`config.mk`:
```
export PLATFORM = sky130hd
export DESIGN_NAME = rf_dump_unit
export DESIGN_NICKNAME = d
export VERILOG_FILES = /design/src/rtl/rf_dump_unit.sv
export SDC_FILE = /design/constraint.sdc
export NUM_CORES = 1
export LEC_CHECK = 0
export BUFFER_PORTS_ARGS = -buffer_cell sky130_fd_sc_hd__buf_4
export CELL_PAD_IN_SITES_DETAIL_PLACEMENT = 1
export CELL_PAD_IN_SITES_GLOBAL_PLACEMENT = 1
export CORE_ASPECT_RATIO = 1.5
export CORE_UTILIZATION = 37
export CTS_BUF_LIST = sky130_fd_sc_hd__clkbuf_16
export CTS_CLUSTER_DIAMETER = 40
export CTS_CLUSTER_SIZE = 10
export DETAILED_ROUTE_END_ITERATION = 8
export PLACE_DENSITY_LB_ADDON = 0.1
export SLEW_MARGIN = 20
export SYNTH_ARGS = -nofsm -noshare
export SYNTH_HDL_FRONTEND = slang
export SYNTH_SLANG_ARGS = --single-unit
```
`constraint.sdc`:
```
create_clock -name CLK -period 4.1 [get_ports CLK]
set_input_delay 0.205 -clock CLK [delete_from_list [all_inputs] [get_ports CLK]]
set_output_delay 0.205 -clock CLK [all_outputs]
set_load 0.01 [all_outputs]
```
`src/rtl/rf_dump_unit.sv`:
```
// rf_dump_unit: walks the RF read port from FIRST_REG to LAST_REG and streams each value out over valid/ready.
// Optional RF_DUMP_CLEAR_EN: clears each dumped register (except x0) on its handshake.
module rf_dump_unit #(
  parameter int FIRST_REG = 0,
  parameter int LAST_REG = 31
) (
  input  logic        CLK,
  input  logic        RST,
  input  logic        START,
  output logic        BUSY,
  output logic        DONE,
  output logic [4:0]  RF_ADR,
  input  logic [31:0] RF_RS,
  output logic [31:0] OUT_DATA,
  output logic [4:0]  OUT_IDX,
  output logic        OUT_VALID,
  input  logic        OUT_READY
`ifdef RF_DUMP_CLEAR_EN
  ,
  output logic [4:0]  RF_WA,
  output logic [31:0] RF_WD,
  output logic        RF_EN
`endif
);
  if (LAST_REG < FIRST_REG || FIRST_REG < 0 || LAST_REG > 31) begin : g_bad_range
    $error("rf_dump_unit: FIRST_REG/LAST_REG out of range");
  end
  localparam logic [4:0] FIRST = 5'(FIRST_REG);
  localparam logic [4:0] LAST = 5'(LAST_REG);
  typedef enum logic [1:0] {IDLE, READ, SEND, FIN} state_t;
  state_t state;
  logic [4:0] idx;
  assign RF_ADR = idx;
  always_ff @(posedge CLK)
    if (RST) begin
      state <= IDLE;
      idx <= FIRST;
      OUT_DATA <= '0;
      OUT_IDX <= '0;
      OUT_VALID <= 1'b0;
      BUSY <= 1'b0;
      DONE <= 1'b0;
    end else
      case (state)
        IDLE: if (START) begin
          state <= READ;
          idx <= FIRST;
          BUSY <= 1'b1;
        end
        READ: begin
          OUT_DATA <= RF_RS;
          OUT_IDX <= idx;
          OUT_VALID <= 1'b1;
          state <= SEND;
        end
        SEND: if (OUT_READY) begin
          OUT_VALID <= 1'b0;
          if (idx == LAST) begin
            state <= FIN;
            BUSY <= 1'b0;
            DONE <= 1'b1;
          end else begin
            idx <= idx + 5'd1;
            state <= READ;
          end
        end
        FIN: begin
          DONE <= 1'b0;
          idx <= FIRST;
          state <= IDLE;
        end
        default: state <= IDLE;
      endcase
`ifdef RF_DUMP_CLEAR_EN
  // x0 is hardwired in the RF, so it never gets a write strobe
  assign RF_WD = '0;
  assign RF_WA = OUT_IDX;
  assign RF_EN = OUT_VALID & OUT_READY & (OUT_IDX != 5'd0) & ~RST;
`endif
endmodule

```
==> results.md <==
* Status: finished, final reports clean
* Finished Layout Cells at 331
* Sequential share of power at 40.4%
* Initial DRC count at 49
* Combinational cell fraction of total power at 26.1%
* Seq/Total Area, Yosys at 49.7%
* Post-route cell area at 2700 µm²
* Die X at 60.4 µm
* CTS tree: done
* Crit-path cells: ha_1 > and3_1 > ha_1 > and3b_2 > or4b_1 > a31oi_1
* Critical Path Fanout Max at 6
* Antenna viol nets, final at 0
* # fillers at 588
* Total internal power at 0.000971 W
* Crit-path max cell delay at 0.45 ns
* Max Slew Vio Count at 0
* Worst Max-Slew Pin Slew at 0.572 ns
* Final Setup Violations at 0
* CP Launch Type: register
* Crit Path Class: register to register
* Die height at 89.6 µm
* Total gr overflow at 0
* Count of state elements after synthesis at 47
* Synth top area cells: dfxtp_1 (50%), mux2i_1 (20%), nor2_1 (7.9%)
* Synth Warn # at 0
* Layout cells sized above 1 at 34.3%
* Vias in the first global route at 1737
* HPWL after DPL at 3360 µm
* Area leader, netlist: dfxtp_1
* Net Sw Frac at 27.6%
* Syn Area/Cell at 10.0 µm²
* Placed cells at 323
* WL/cell at 14.2 µm
* Total clock sinks at 47
* Min cycle time layout at 1.97 ns
* Post-CTS Resized at 0
* Yosys top cell area share at 49.7%
* Synthesized cell area at 1890 µm²
* Final hold violation count at 0
* Crit path required time at 4.31 ns
* Top-Level Pins at 81
* Final period util at 48.1%
* Total Wirelength at 4690 µm
* CORE AREA at 4890 µm²
* Crit path top cell by count: ha_1
* CTS root buffer: clkbuf_16
* Setup tns final at 0 ns
* Buffers inserted by post-CTS timing repair at 0
* Max-Slew Margin vs Limit at 61.8%
* Largest net degree at the start of global routing at 48
* Post-DP Area at 2530 µm²
* Worst VDD drop at 0.254 mV
* Clock Tree Buf Depth at 2
* # hold bufs at CTS at 0
* Clock power share at 33.5%
* DR vias/cell at 4.95
* # diodes at 0
* Nets at 307
* Vias at 1640
* Initial antenna violation count at 0
* Num CTS Buffers at 5
* Area grow syn2layout at 42.4%
* Drt pass-1 iters at 3
* Post-synthesis cell type count at 29
* Worst clock skew at 0.00406 ns
* Syn Inst Count at 189
* GRT Total Usage at 18.8%
* Port Buffers at 80
* Sw Pwr at 0.000370 W
* Hold Crit Class: input port to register
* Starting Density at 38.7%
* Power Dens Cells at 498 nW/µm²
* Fmax at 507 MHz
* Worst-path clk slew at 0.06 ns
* Max Cap Viol at 0
* # rows at 31
* RSZ-0062 raised after global routing: false
* Element type at the critical path end: register
* Die area at 5410 µm²
* DRC at 0
* Critical path's slowest cell: or4b_1
* H-tree depth at 2
* Leak pwr at 1.21 nW
* Wire length of the first global-routing pass at 7640 µm
* Clk_lat worst skew at 0.28 ns
* Syn_nets at 232
* Critical Path AT at 2.18 ns
* GP Congestion at 0.746
==> metrics by stage <==
| stage | hold WS, ns | setup WS (ns) | util [%] | total power, W |
|---|---|---|---|---|
| 2_1_floorplan | 0.352 | 2.26 | - | 0.000766 |
| 3_3_place_gp | 0.437 | 2.22 | 51.8 | 0.000901 |
| 3_5_place_dp | 0.448 | 2.17 | 51.8 | 0.000906 |
| 4_1_cts | 0.154 | 2.12 | 55.1 | 0.00136 |
| 5_1_grt | 0.158 | 2.02 | 55.1 | 0.00142 |
| 6_report | 0.156 | 2.13 | 55.1 | 0.00134 |
==> synthesized netlist by cell type (all sizes together) <==
library cell,count
nor2,40
or2,1
a31oi,2
ha,7
dfxtp,47
nand2,3
o2111ai,2
clkbuf,7
mux2i,37
and3b,1
o41ai,5
a211oi,1
o21ai,1
nand3,3
a21boi,1
nand2b,2
o31ai,1
and3,1
nand3b,2
inv,3
or4b,1
a21oi,7
o211ai,1
and2,1
buf,6
nand4b,1
nor2b,4
or4,1
==> final cells by class <==
cell class,instances,area (µm²),share of cell area (%)
Clock buffer,5,125,4.64
Clock inverter,3,38.8,1.44
Inverter,3,11.3,0.418
Multi-Input combinational cell,126,888,33.0
Sequential cell,47,941,34.9
Tap cell,66,82.6,3.06
Timing Repair Buffer,81,608,22.6
==> routing by layer <==
layer  vias to the layer above  wire [µm]  global-route usage, %
li1                        799          -                      -
met5                         -          0                      0
met2                        48       2610                   35.6
met1                       785       1760                   18.8
met3                         8        251                   5.01
met4                         0         78                   7.61
==> power groups by stage <==
stage | Combinational, W | Clock (W) | Sequential, W
4_1_cts | 0.000358 | 0.000461 | 0.000543
3_3_place_gp | 0.000351 | 0 | 0.000550
6_report | 0.000350 | 0.000449 | 0.000542
2_1_floorplan | 0.000195 | 0 | 0.000570
5_1_grt | 0.000387 | 0.000484 | 0.000548
3_5_place_dp | 0.000355 | 0 | 0.000551
==> placed cells by master, fill, tap and decap left out, types with 2 or more instances in the layout <==
master     count
a31oi_1        2
o41ai_1        5
dfxtp_1       47
mux2i_1       37
buf_4         81
ha_1           6
nand2b_1       2
a21oi_1        7
o2111ai_1      2
clkbuf_16      5
nand2_1        3
nand3b_1       2
nand3_1        3
nor2b_1        4
inv_1          3
nor2_1        40
==> path summary, 6_finish.rpt <==
check	endpoint	startpoint	slack (ns)	cells after the start
worst max register to register	RF_ADR[3]	RF_ADR[0]	2.13	6
worst min-delay path	OUT_DATA[30]	RF_RS[30]	0.16	3
worst min register to register	BUSY	BUSY	0.49	2
worst max-delay path	RF_ADR[3]	RF_ADR[0]	2.13	6
==> cells by family (layout without fill, tap and decap cells) <==
kind of cell	after synthesis	count (layout)	synth area share (%)
and+or+nand+nor	61	61	15.0
DFF	47	47	49.7
buffers and inverters	16	92	3.50
adders and majority gates	7	7	4.63
muxes	37	37	19.6
AOI/OAI and AO/OA	21	21	7.60
==> flip-flops by register name, indices dropped and copies added, names as in the netlist <==
name       flops
OUT_DATA      32
OUT_IDX        5
RF_ADR         5
state          2
BUSY           1
DONE           1
OUT_VALID      1
==> critical path: cells and delay by family (launching register included) <==
family	cells	cell delay, ns
AOI/OAI and AO/OA	1	0.18
adders and majority gates	2	0.43
DFF	1	0.35
and+or+nand+nor	3	0.94
Power figures use the tool's default switching activity.
